File: config.mk
export PLATFORM = sky130hd
export DESIGN_NAME = alu_rr_scheduler
export DESIGN_NICKNAME = d
export VERILOG_FILES = /design/src/rtl/alu_rr_scheduler.sv
export SDC_FILE = /design/constraint.sdc
export NUM_CORES = 1
export LEC_CHECK = 0
export ABC_CLOCK_PERIOD_IN_PS = 2090
export CAP_MARGIN = 10
export CORE_UTILIZATION = 40
export CTS_BUF_LIST = sky130_fd_sc_hd__clkbuf_8
export CTS_CLUSTER_DIAMETER = 50
export DETAILED_ROUTE_END_ITERATION = 10
export MAX_ROUTING_LAYER = met4
export PLACE_DENSITY = 0.76
export SLEW_MARGIN = 20
export SYNTH_ARGS = -nofsm -noshare
export SYNTH_HDL_FRONTEND = slang
export SYNTH_SLANG_ARGS = --single-unit
File: constraint.sdc
create_clock -name clk -period 2.09 [get_ports clk]
set_input_delay 0.418 -clock clk [delete_from_list [all_inputs] [get_ports clk]]
set_output_delay 0.418 -clock clk [all_outputs]
set_load 0.02 [all_outputs]
File: src/rtl/alu_rr_scheduler.sv
// Round-robin scheduler that shares one combinational ALU between N_REQ requesters.
// Issues operands, waits a fixed settle time, then returns the captured result.
module alu_rr_scheduler #(
    parameter int unsigned N_REQ         = 2,
    parameter int unsigned SETTLE_CYCLES = 2,
    localparam int unsigned IDW = (N_REQ > 1) ? $clog2(N_REQ) : 1,
    localparam int unsigned CW  = (SETTLE_CYCLES > 1) ? $clog2(SETTLE_CYCLES) : 1
) (
    input  logic                 clk,
    input  logic                 rst_n,
    input  logic [N_REQ-1:0]     req_valid,
    output logic [N_REQ-1:0]     req_ready,
    input  logic [16*N_REQ-1:0]  req_a,
    input  logic [16*N_REQ-1:0]  req_b,
    input  logic [4*N_REQ-1:0]   req_op,
    output logic                 rsp_valid,
    input  logic                 rsp_ready,
    output logic [IDW-1:0]       rsp_id,
    output logic [31:0]          rsp_result,
    output logic [1:0]           rsp_error,
    output logic [15:0]          alu_a,
    output logic [15:0]          alu_b,
    output logic [3:0]           alu_op,
    input  logic [31:0]          alu_result,
    input  logic [1:0]           alu_error,
    output logic                 busy,
    output logic [15:0]          op_count
);

    localparam logic [1:0] ST_IDLE = 2'd0;
    localparam logic [1:0] ST_WAIT = 2'd1;
    localparam logic [1:0] ST_RESP = 2'd2;

    logic [1:0]     state_q, state_d;
    logic [IDW-1:0] rr_ptr_q, rr_ptr_d;
    logic [CW-1:0]  cnt_q, cnt_d;
    logic [IDW-1:0] rsp_id_q, rsp_id_d;
    logic [31:0]    rsp_result_q, rsp_result_d;
    logic [1:0]     rsp_error_q, rsp_error_d;
    logic [15:0]    alu_a_q, alu_a_d;
    logic [15:0]    alu_b_q, alu_b_d;
    logic [3:0]     alu_op_q, alu_op_d;
    logic [15:0]    op_count_q, op_count_d;

    logic [15:0] a_arr  [N_REQ];
    logic [15:0] b_arr  [N_REQ];
    logic [3:0]  op_arr [N_REQ];

    for (genvar i = 0; i < N_REQ; i++) begin : g_unpack
        assign a_arr[i]  = req_a[16*i +: 16];
        assign b_arr[i]  = req_b[16*i +: 16];
        assign op_arr[i] = req_op[4*i +: 4];
    end

    logic           grant_found;
    logic [IDW-1:0] grant_idx;
    logic [IDW-1:0] next_ptr;
    int unsigned    scan_idx;
    logic [3:0]     sel_op;
    logic           sel_legal;

    // First valid requester at or after rr_ptr, wrapping modulo N_REQ.
    always_comb begin
        grant_found = 1'b0;
        grant_idx   = '0;
        scan_idx    = 0;
        for (int unsigned k = 0; k < N_REQ; k++) begin
            scan_idx = (32'(rr_ptr_q) + k) % N_REQ;
            if (!grant_found && req_valid[scan_idx]) begin
                grant_found = 1'b1;
                grant_idx   = IDW'(scan_idx);
            end
        end
    end

    assign next_ptr  = IDW'((32'(grant_idx) + 32'd1) % N_REQ);
    assign sel_op    = op_arr[grant_idx];
    assign sel_legal = (sel_op >= 4'd1) && (sel_op <= 4'd5);

    // Reset gating keeps req_ready low while rst_n is held, whatever req_valid does.
    always_comb begin
        req_ready = '0;
        if (rst_n && (state_q == ST_IDLE) && grant_found) begin
            req_ready[grant_idx] = 1'b1;
        end
    end

    always_comb begin
        state_d      = state_q;
        rr_ptr_d     = rr_ptr_q;
        cnt_d        = cnt_q;
        rsp_id_d     = rsp_id_q;
        rsp_result_d = rsp_result_q;
        rsp_error_d  = rsp_error_q;
        alu_a_d      = alu_a_q;
        alu_b_d      = alu_b_q;
        alu_op_d     = alu_op_q;
        op_count_d   = op_count_q;
        case (state_q)
            ST_IDLE: begin
                if (grant_found) begin
                    rr_ptr_d = next_ptr;
                    rsp_id_d = grant_idx;
                    if (sel_legal) begin
                        alu_a_d  = a_arr[grant_idx];
                        alu_b_d  = b_arr[grant_idx];
                        alu_op_d = sel_op;
                        cnt_d    = CW'(SETTLE_CYCLES - 1);
                        state_d  = ST_WAIT;
                    end else begin
                        // Illegal opcodes never reach the ALU.
                        rsp_result_d = 32'd0;
                        rsp_error_d  = 2'b11;
                        state_d      = ST_RESP;
                    end
                end
            end
            ST_WAIT: begin
                if (cnt_q == '0) begin
                    rsp_result_d = alu_result;
                    rsp_error_d  = alu_error;
                    state_d      = ST_RESP;
                end else begin
                    cnt_d = cnt_q - 1'b1;
                end
            end
            ST_RESP: begin
                if (rsp_ready) begin
                    state_d = ST_IDLE;
                    if (op_count_q != 16'hFFFF) begin
                        op_count_d = op_count_q + 16'd1;
                    end
                end
            end
            default: state_d = ST_IDLE;
        endcase
    end

    always_ff @(posedge clk or negedge rst_n) begin
        if (!rst_n) begin
            state_q      <= ST_IDLE;
            rr_ptr_q     <= '0;
            cnt_q        <= '0;
            rsp_id_q     <= '0;
            rsp_result_q <= '0;
            rsp_error_q  <= '0;
            alu_a_q      <= '0;
            alu_b_q      <= '0;
            alu_op_q     <= '0;
            op_count_q   <= '0;
        end else begin
            state_q      <= state_d;
            rr_ptr_q     <= rr_ptr_d;
            cnt_q        <= cnt_d;
            rsp_id_q     <= rsp_id_d;
            rsp_result_q <= rsp_result_d;
            rsp_error_q  <= rsp_error_d;
            alu_a_q      <= alu_a_d;
            alu_b_q      <= alu_b_d;
            alu_op_q     <= alu_op_d;
            op_count_q   <= op_count_d;
        end
    end

    assign rsp_valid  = (state_q == ST_RESP);
    assign busy       = (state_q != ST_IDLE);
    assign rsp_id     = rsp_id_q;
    assign rsp_result = rsp_result_q;
    assign rsp_error  = rsp_error_q;
    assign alu_a      = alu_a_q;
    assign alu_b      = alu_b_q;
    assign alu_op     = alu_op_q;
    assign op_count   = op_count_q;

endmodule

[After elaboration in Yosys (flattened, before gate mapping)]
Cells that the tools add are included.
Word-level totals
  flip-flop bits (word level): 91
  input port bits: 111
  output and inout bits: 91
  logic and storage cells: 82
Operators by class
  add/subtract/negate cells: 4
  order comparisons: 7
  eq/ne operators: 8
  multiplexer cells: 37
  bitwise logic cells: 1
  reductions and logical operators: 15
Operators with widths (count)
  2-to-1 mux 16 bit: 6
  2-to-1 mux 32 bit: 3
  one-hot mux 32 bit (2 select lines): 1
  adder 16 x 1 -> 16 bit (second input constant): 1
  2-to-1 mux 2 bit: 8
  inequality test 16 bit (second input constant): 1
  2-to-1 mux 1 bit: 12
  2-to-1 mux 4 bit: 3
  AND reduction 3 bit: 4
  inequality test 2 bit (second input constant): 4
  < comparator 1 x 2 -> 1 bit (second input constant): 3
  one-hot mux 2 bit (3 select lines): 1
  logical AND 1 bit: 5
  >= comparator 4 x 1 -> 1 bit (second input constant): 1
  less-or-equal comparator 4 x 3 -> 1 bit (second input constant): 1
  one-hot mux 2 bit (2 select lines): 1
  AND reduction 4 bit: 1
  nonzero test 2 bit: 2
  adder 1 bit (second input constant): 2
  == test 2 x 1 -> 1 bit (second input constant): 1
  == test 2 bit (second input constant): 1
  >= comparator 2 bit (second input constant): 1
  zero test 2 bit: 1
  inequality test 2 x 1 -> 1 bit (second input constant): 1
  7 further kinds: 7

[Longest topological paths before layout]
Gate-level depths: netlist of run 1.
  word-level depth: 15
  depth in mapped cells: 7
  gate-level depth less buffers: 5

[Worst setup path before layout of run 1]
OpenSTA, ideal clock, no wires.
  kind: register -> output
  start: register rr_ptr_q
  end: output req_ready[0]
  arrival time: 1.488 ns
  setup slack: 0.184 ns
  stages on the path, launching flop included: 5
  buffers on the path: 1
  path through: dfrtp_1 nand2b_1 nand2_2 buf_2 nor3b_1
Between the ends
  longest elaborated chain between the ends: 11
  elaborated cells between the ends (all ways): 18
  classes of those cells: 1 x add/sub; 2 x order compare; 11 x mux; 4 x reduce/logical
RTL lines
  start, declared: line 35  | logic [IDW-1:0] rr_ptr_q, rr_ptr_d;
  start signal, assigned: line 153  | rr_ptr_q <= rr_ptr_d;
  2-to-1 mux 1 bit (implied by the code) (2 in series): line 69  | if (!grant_found && req_valid[scan_idx]) begin
  2-to-1 mux 1 bit: line 69
  zero test 1 bit: line 69
  logical AND 1 bit: line 69
  2-to-1 mux 1 bit: line 69
  < comparator 1 x 2 -> 1 bit (implied by the code) or >= comparator 1 bit (tied branches): line 84  | req_ready[grant_idx] = 1'b1;
  logical AND 1 bit (implied by the code): line 84
  2-to-1 mux 1 bit (implied by the code): line 84
  demux 1 bit (select 1 bit): line 84
  2-to-1 mux 2 bit (*): line 83  | if (rst_n && (state_q == ST_IDLE) && grant_found) begin
  end, declared: line 12  | output logic [N_REQ-1:0] req_ready,
Mark *: on every way between the ends. The rest lies on a longest branch, timed or not. The select of a mux whose other input is x is not followed.

[Worst setup path in the final report of run 1]
  start: input req_valid[0]
  end: output req_ready[1]
Between the ends
  longest elaborated chain between the ends: 11
  elaborated cells between the ends (all ways): 17
  classes of those cells: 2 x order compare; 11 x mux; 4 x reduce/logical
RTL lines
  start, declared: line 11  | input logic [N_REQ-1:0] req_valid,
  2-to-1 mux 1 bit (implied by the code) (2 in series): line 69
  2-to-1 mux 1 bit: line 69
  zero test 1 bit: line 69
  logical AND 1 bit: line 69
  2-to-1 mux 1 bit: line 69
  < comparator 1 x 2 -> 1 bit (implied by the code) or >= comparator 1 bit (tied branches): line 84
  logical AND 1 bit (implied by the code): line 84
  2-to-1 mux 1 bit (implied by the code): line 84
  demux 1 bit (select 1 bit): line 84
  2-to-1 mux 2 bit (*): line 83
Marks and branches as above.

==> impl_metrics.sql, run 1 <==
INSERT INTO impl_metrics (metric_group, metric, value, unit) VALUES
('pwr', 'power_per_cell_area', '1240', 'nW/um2'),
('clocking', 'clockRootBuffer', 'sky130_fd_sc_hd__clkbuf_8', ''),
('clocking', 'postCtsSetupRepairBufs', '0', ''),
('sta', 'finClkSkew', '0.0189', 'ns'),
('setup_path', 'critical_path.max_fanout', '2', ''),
('sta', 'max-slew-margin-rel', '53.7', '%'),
('clocking', 'ctsHoldBuffers', '0', ''),
('die', 'die_h', '105', 'um'),
('final_layout', 'antenna_diode_count', '0', ''),
('sta', 'clock.fmax', '496', 'MHz'),
('die', 'die_area', '11000', 'um2'),
('sta', 'rsz0062_at_grt', 'false', ''),
('pwr', 'static-leakage-power', '2.89', 'nW'),
('status', 'status', 'finished, final reports clean', ''),
('logic_synthesis', 'ys_dominant_reg_cell', 'sky130_fd_sc_hd__dfrtp_1', ''),
('setup_path', 'reg2reg_depth', '6', ''),
('global_route', 'globalRoute.totalOverflow', '0', ''),
('setup_path', 'timing.setup.critical_path_class', 'input pin to output port', ''),
('setup_path', 'startpoint_type', 'input pin', ''),
('setup_path', 'nature_of_the_critical_path_endpoint', 'output port', ''),
('route', 'drt_wl_total', '11100', 'um'),
('route', 'drt_first_iter_violations', '93', ''),
('clocking', 'cts_sinks', '91', ''),
('final_layout', 'fin_nets', '637', ''),
('route', 'dr_total_vias', '3332', ''),
('logic_synthesis', 'post-synth-top-area-fraction', '53.8', '%'),
('sta', 'tightestPinTransition', '0.695', 'ns'),
('placement', 'placed_cells', '650', ''),
('logic_synthesis', 'yosysWarnings', '0', ''),
('logic_synthesis', 'synth-seq-area-share', '53.8', '%'),
('logic_synthesis', 'synth_async_sr_flop_share', '100', '%'),
('clocking', 'clockBufferDepth', '2', ''),
('setup_path', 'rr_startpoint', 'rr_ptr_q$_DFFE_PN0P_', ''),
('die', 'core_area', '10300', 'um2'),
('logic_synthesis', 'synth_cell_area', '4230', 'um2'),
('route', 'vias_per_cell', '5.00', ''),
('route', 'drt_first_pass_iters', '4', ''),
('die', 'starting_utilization_of_the_core_area', '41.2', '%'),
('logic_synthesis', 'syn_inst', '309', ''),
('logic_synthesis', 'netlist_top_cells_area', 'sky130_fd_sc_hd__dfrtp_1 (54%), sky130_fd_sc_hd__mux2_2 (15%), sky130_fd_sc_hd__a22o_1 (6.6%)', ''),
('setup_path', 'crit-reg2reg-capture', 'alu_b[9]$_DFFE_PN0P_', ''),
('clocking', 'clock_pin_slew_on_the_worst_setup_and_hold_paths', '0.09', 'ns'),
('route', 'ant_nets', '0', ''),
('global_route', 'grt_antenna_before_repair', '0', ''),
('min_path', 'min-delay-path-class', 'input pin to async pin', ''),
('logic_synthesis', 'yosys.area.top_type', 'sky130_fd_sc_hd__dfrtp_1', ''),
('final_layout', 'fillers', '815', ''),
('logic_synthesis', 'synthesis.area_per_instance', '13.7', 'um2'),
('global_route', 'grt_pass1_wl', '17500', 'um'),
('global_route', 'number_of_global_route_vias_before_repair', '3439', ''),
('logic_synthesis', 'netlist-cell-type-count', '48', ''),
('die', 'top_level_ports', '202', ''),
('clocking', 'htree_levels', '3', ''),
('logic_synthesis', 'synth.most_common_cell', 'sky130_fd_sc_hd__dfrtp_1', ''),
('die', 'die-width', '105', 'um'),
('setup_path', 'cp.arrival', '1.60', 'ns'),
('clocking', 'cts-buffers-inserted', '9', ''),
('logic_synthesis', 'syn-num-nets', '421', ''),
('placement', 'dpl.hpwl', '8360', 'um'),
('pwr', 'vdd_drop_max', '0.666', 'mV'),
('final_layout', 'layoutNonFillerInstCount', '666', ''),
('route', 'route.detailed.drc', '0', ''),
('global_route', 'pin_count_of_the_biggest_net_entering_global_routing', '56', ''),
('pwr', 'report.power.total', '8.26', 'mW'),
('sta', 'hold_viol', '0', ''),
('sta', 'period_minus_slack', '2.02', 'ns'),
('global_route', 'global_route.usage.total', '20.9', '%'),
('job', 'max-cap-violations', '0', ''),
('placement', 'io_buffer_count', '201', ''),
('setup_path', 'required_arrival_time_at_the_worst_endpoint', '1.67', 'ns'),
('clocking', 'clk_latency', '0.37', 'ns');
==> repair_timing <==
item	CTS	global route
resized for setup	3	5
endpoints found under the hold margin	0	0
endpoints found under the setup margin	3	3
==> cells by family (layout without fill, tap and decap cells) <==
logic type	after synthesis	count (layout)	share of synthesized area, %
compound gates	55	55	10.3
buf+inv	23	244	3.60
xor+xnor	10	10	2.07
mux	73	73	20.9
simple gates	56	56	8.98
flops	91	91	53.8
fa+ha+maj	1	1	0.295
==> flip-flops by register name, summed over array words and instances (netlist names) <==
register and count:
rsp_id 1, op_count 16, alu_b 16, rsp_result 32, rsp_error 2, cnt_q 1
alu_op 4, alu_a 16, rr_ptr_q 1, state_q 2
==> critical path, stage by stage <==
cell,delay (ns)
sky130_fd_sc_hd__clkdlybuf4s50_1,0.43
sky130_fd_sc_hd__nand2b_1,0.12
sky130_fd_sc_hd__nand2_2,0.07
sky130_fd_sc_hd__buf_4,0.14
sky130_fd_sc_hd__nor2_1,0.11
sky130_fd_sc_hd__clkdlybuf4s15_1,0.31
==> per-layer routing <==
layer | track usage [%] | vias to the layer above | wire, um
li1 | - | 1577 | -
met1 | 24.9 | 1611 | 4650
met2 | 35.2 | 125 | 5610
met4 | 8.75 | 0 | 251
met5 | - | - | 0
met3 | 3.49 | 19 | 578
==> worst max-delay path by stage <==
stage	from	end	slack, ns	depth (start not counted)
final	req_valid[0]	req_ready[1]	0.07	6
after global routing	rr_ptr_q$_DFFE_PN0P_	req_ready[1]	0.01	5
after CTS	state_q[0]$_DFFE_PN0P_	req_ready[0]	0.02	4
after detailed placement	req_valid[0]	alu_b[1]$_DFFE_PN0P_	-0.24	8
after global placement	req_valid[0]	req_ready[0]	-0.20	5
after floorplan	rr_ptr_q$_DFFE_PN0P_	req_ready[0]	0.18	4
==> through the flow <==
step	setup slack, ns	TNS [ns]	utilization (%)	hold WS (ns)	instance area (um2)
2_1_floorplan	0.184	0	-	0.122	4230
3_3_place_gp	-0.199	-12.62	63.0	0.462	6480
3_5_place_dp	-0.240	-15.73	63.0	0.490	6480
4_1_cts	0.0177	0	64.9	0.207	6670
5_1_grt	0.0132	0	64.9	0.233	6670
6_report	0.0721	0	64.9	0.185	6670
==> report_power, final <==
group,internal [mW],total [mW],switching [mW]
Sequential,2.44,2.89,0.447
Clock,0.463,1.16,0.694
Combinational,2.28,4.21,1.93
==> cell type report <==
| type | count | area, um2 | share of cell area [%] |
|---|---|---|---|
| Sequential cell | 91 | 2280 | 34.1 |
| Inverter | 7 | 26.3 | 0.394 |
| Multi-Input combinational cell | 195 | 1810 | 27.1 |
| Clock inverter | 7 | 70.1 | 1.05 |
| Tap cell | 136 | 170 | 2.55 |
| Timing Repair Buffer | 221 | 2190 | 32.9 |
| Clock buffer | 9 | 124 | 1.86 |
==> placed cells by master, fill, tap and decap left out, drive strengths merged, types with 4 or more instances in the layout <==
| cell type | n |
|---|---|
| buf | 21 |
| clkdlybuf4s50 | 196 |
| nand2 | 9 |
| nand4 | 5 |
| inv | 10 |
| mux2 | 73 |
| clkbuf | 10 |
| nor2 | 10 |
| a22o | 32 |
| nor4 | 5 |
| a21oi | 8 |
| nor3 | 9 |
| xor2 | 8 |
| dfrtp | 91 |
| nand3 | 4 |
(Power assumes the default switching activity.)
==> run 2: changes to the inputs <==
==> constraint.sdc (replaced) <==
create_clock -name clk -period 2.09 [get_ports clk]
set_input_delay 0.418 -clock clk [delete_from_list [all_inputs] [get_ports clk]]
set_output_delay 0.418 -clock clk [all_outputs]
set_load 0.005 [all_outputs]
==> run 2 against run 1 <==
- wire length grew 1.9%
- via count is 0.87% lower
- sequential power is essentially flat
- combinational power down 18%
- clock power increased by 8%
- clock skew is 0.0096 ns lower
- non-clock buffer count unchanged
- largest cell class unchanged
==> impl_metrics.sql, run 2 (synthesis gave the netlist of run 1 again) <==
INSERT INTO impl_metrics (metric_group, metric, value, unit) VALUES
('die', 'num_rows', '37', ''),
('sta', 'max-slew-margin-rel', '55.1', '%'),
('clocking', 'clk_latency', '0.36', 'ns'),
('sta', 'hold_slack', '0.105', 'ns'),
('clocking', 'htree_levels', '3', ''),
('final_layout', 'fin_nets', '637', ''),
('sta', 'finClkSkew', '0.00936', 'ns'),
('placement', 'io_buffer_count', '201', ''),
('setup_path', 'critical_path.n_buffers_inverters', '3', ''),
('sta', 'timing.final.crit_share', '95.6', '%'),
('final_layout', 'largest_register_ff_count', '32', ''),
('global_route', 'grt_pass1_wl', '17800', 'um'),
('die', 'starting_utilization_of_the_core_area', '41.2', '%'),
('final_layout', 'antenna_diode_count', '0', ''),
('status', 'status', 'finished, final reports clean', ''),
('route', 'route.detailed.wl_per_inst', '17.0', 'um'),
('global_route', 'pin_count_of_the_biggest_net_entering_global_routing', '55', ''),
('placement', 'pre_cts_ws', '-0.198', 'ns'),
('route', 'vias_per_cell', '4.96', ''),
('sta', 'tightestPinTransition', '0.673', 'ns'),
('setup_path', 'worstPathCellList', 'clkdlybuf4s50_1 > nand2b_1 > nand2_2 > buf_4 > nor2_1 > dlygate4sd2_1', ''),
('sta', 'hold_viol', '0', ''),
('setup_path', 'required_arrival_time_at_the_worst_endpoint', '1.67', 'ns'),
('sta', 'rsz0062_at_grt', 'false', ''),
('final_layout', 'fin_util', '65.2', '%'),
('placement', 'placed_cells', '649', ''),
('final_layout', 'final_cell_mix', 'sky130_fd_sc_hd__clkdlybuf4s50_1 (197), sky130_fd_sc_hd__dfrtp_1 (91), sky130_fd_sc_hd__mux2_2 (56)', ''),
('clocking', 'clock_pin_slew_on_the_worst_setup_and_hold_paths', '0.09', 'ns'),
('global_route', 'grt_antenna_before_repair', '0', ''),
('die', 'top_level_ports', '202', ''),
('clocking', 'clock_tree_from_tritoncts', 'yes', ''),
('setup_path', 'timing.setup.critical_path_class', 'input pin to output port', ''),
('final_layout', 'layoutNonFillerInstCount', '666', ''),
('die', 'core_area', '10300', 'um2'),
('route', 'route.detailed.drc', '0', ''),
('route', 'drt_first_iter_violations', '114', ''),
('min_path', 'min-delay-path-class', 'input pin to async pin', ''),
('sta', 'final_count_of_negative_setup_slack_endpoints', '0', ''),
('final_layout', 'stdcell_area', '6700', 'um2'),
('clocking', 'cts-buffers-inserted', '9', ''),
('route', 'ant_nets', '0', ''),
('placement', 'dpl.hpwl', '8400', 'um'),
('clocking', 'clockRootBuffer', 'sky130_fd_sc_hd__clkbuf_8', ''),
('die', 'die-width', '105', 'um'),
('sta', 'postLayoutSetupSlackWorst', '0.0930', 'ns'),
('global_route', 'number_of_global_route_vias_before_repair', '3472', ''),
('setup_path', 'startpoint_type', 'input pin', ''),
('placement', 'gp_congestion', '0.824', ''),
('final_layout', 'layout_cells_sized_above_1', '23.6', '%'),
('clocking', 'clockBufferDepth', '2', ''),
('clocking', 'cts_sinks', '91', ''),
('global_route', 'global_route.usage.total', '21.5', '%'),
('die', 'die_area', '11000', 'um2'),
('final_layout', 'final_common_cell', 'sky130_fd_sc_hd__clkdlybuf4s50_1', ''),
('pwr', 'static-leakage-power', '2.90', 'nW'),
('setup_path', 'critical_path.top_delay_family', 'buffers and inverters', ''),
('setup_path', 'critical_path.max_fanout', '5', ''),
('route', 'dr_total_vias', '3303', ''),
('setup_path', 'cp.arrival', '1.58', 'ns'),
('sta', 'period_minus_slack', '2.00', 'ns'),
('clocking', 'ctsHoldBuffers', '0', ''),
('pwr', 'vdd_drop_max', '0.545', 'mV'),
('route', 'drt_wl_total', '11300', 'um'),
('final_layout', 'syn2layout_area_growth', '58.2', '%'),
('sta', 'timing.final.max_slew_violations', '0', ''),
('sta', 'clock.fmax', '501', 'MHz'),
('job', 'max-cap-violations', '0', ''),
('route', 'drt_first_pass_iters', '4', ''),
('setup_path', 'worst_path_slowest_cell', 'sky130_fd_sc_hd__clkdlybuf4s50_1', ''),
('setup_path', 'slowest_delay', '0.45', 'ns'),
('die', 'die_h', '105', 'um'),
('placement', 'placed_cell_area', '6470', 'um2'),
('pwr', 'power_per_cell_area', '1130', 'nW/um2'),
('setup_path', 'nature_of_the_critical_path_endpoint', 'output port', ''),
('global_route', 'globalRoute.totalOverflow', '0', '');
run 2: through the flow:
| stage | power (mW) | setup TNS (ns) |
|---|---|---|
| 3_3_place_gp | 6.32 | -8.77 |
| 6_report | 7.60 | 0 |
| 2_1_floorplan | 4.38 | 0 |
| 4_1_cts | 7.69 | 0 |
| 5_1_grt | 8.02 | 0 |
| 3_5_place_dp | 6.40 | -9.44 |
run 2: worst paths after layout:
path	startpoint	end	slack, ns	cells past startpoint
max reg2reg	rr_ptr_q$_DFFE_PN0P_	rsp_result[13]$_DFFE_PN0P_	0.28	7
max in group asynchronous	rst_n	rsp_result[30]$_DFFE_PN0P_	0.92	3
min	rst_n	alu_a[1]$_DFFE_PN0P_	0.11	2
max	req_valid[0]	req_ready[1]	0.09	6
min in group clk	rsp_id$_DFFE_PN0P_	rsp_id$_DFFE_PN0P_	0.50	1
min reg2reg	rsp_id$_DFFE_PN0P_	rsp_id$_DFFE_PN0P_	0.50	1
run 2: cell type report:
cell class | instances | area (um2)
Clock inverter | 5 | 61.3
Multi-Input combinational cell | 195 | 1810
Timing Repair Buffer | 221 | 2200
Inverter | 7 | 26.3
Sequential cell | 91 | 2280
Fill cell | 826 | 3580
Tap cell | 136 | 170
Clock buffer | 11 | 151
run 2: where the power goes:
group / switching, mW / total [mW] / internal (mW) / leakage [nW]
sequential: 0.451 / 2.89 / 2.44 / 1.16
combinational: 1.16 / 3.46 / 2.30 / 1.64
clock: 0.628 / 1.25 / 0.620 / 0.0978
total: 2.24 / 7.60 / 5.36 / 2.90
run 2: per-layer routing:
metal	global-route usage (%)	routed length [um]	part of all wire, %
met1	24.2	4630	41
met2	37.3	5750	51
met3	5.61	757	6.7
met4	7.14	164	1.5
met5	-	0	0
run 2: worst register-to-register path: stages, from the launching register on:
cell and delay, ns:
sky130_fd_sc_hd__dfrtp_1 0.43, sky130_fd_sc_hd__nand2b_1 0.18, sky130_fd_sc_hd__buf_4 0.12, sky130_fd_sc_hd__buf_4 0.09, sky130_fd_sc_hd__a21oi_1 0.05, sky130_fd_sc_hd__a221o_1 0.39
sky130_fd_sc_hd__buf_12 0.19, sky130_fd_sc_hd__a22o_1 0.25
run 2: what timing repair did:
action | 4_1_cts | 5_1_grt
setup endpoints to repair | 2 | 1
gates resized for setup | 3 | 1
buffers inserted | 1 | 0
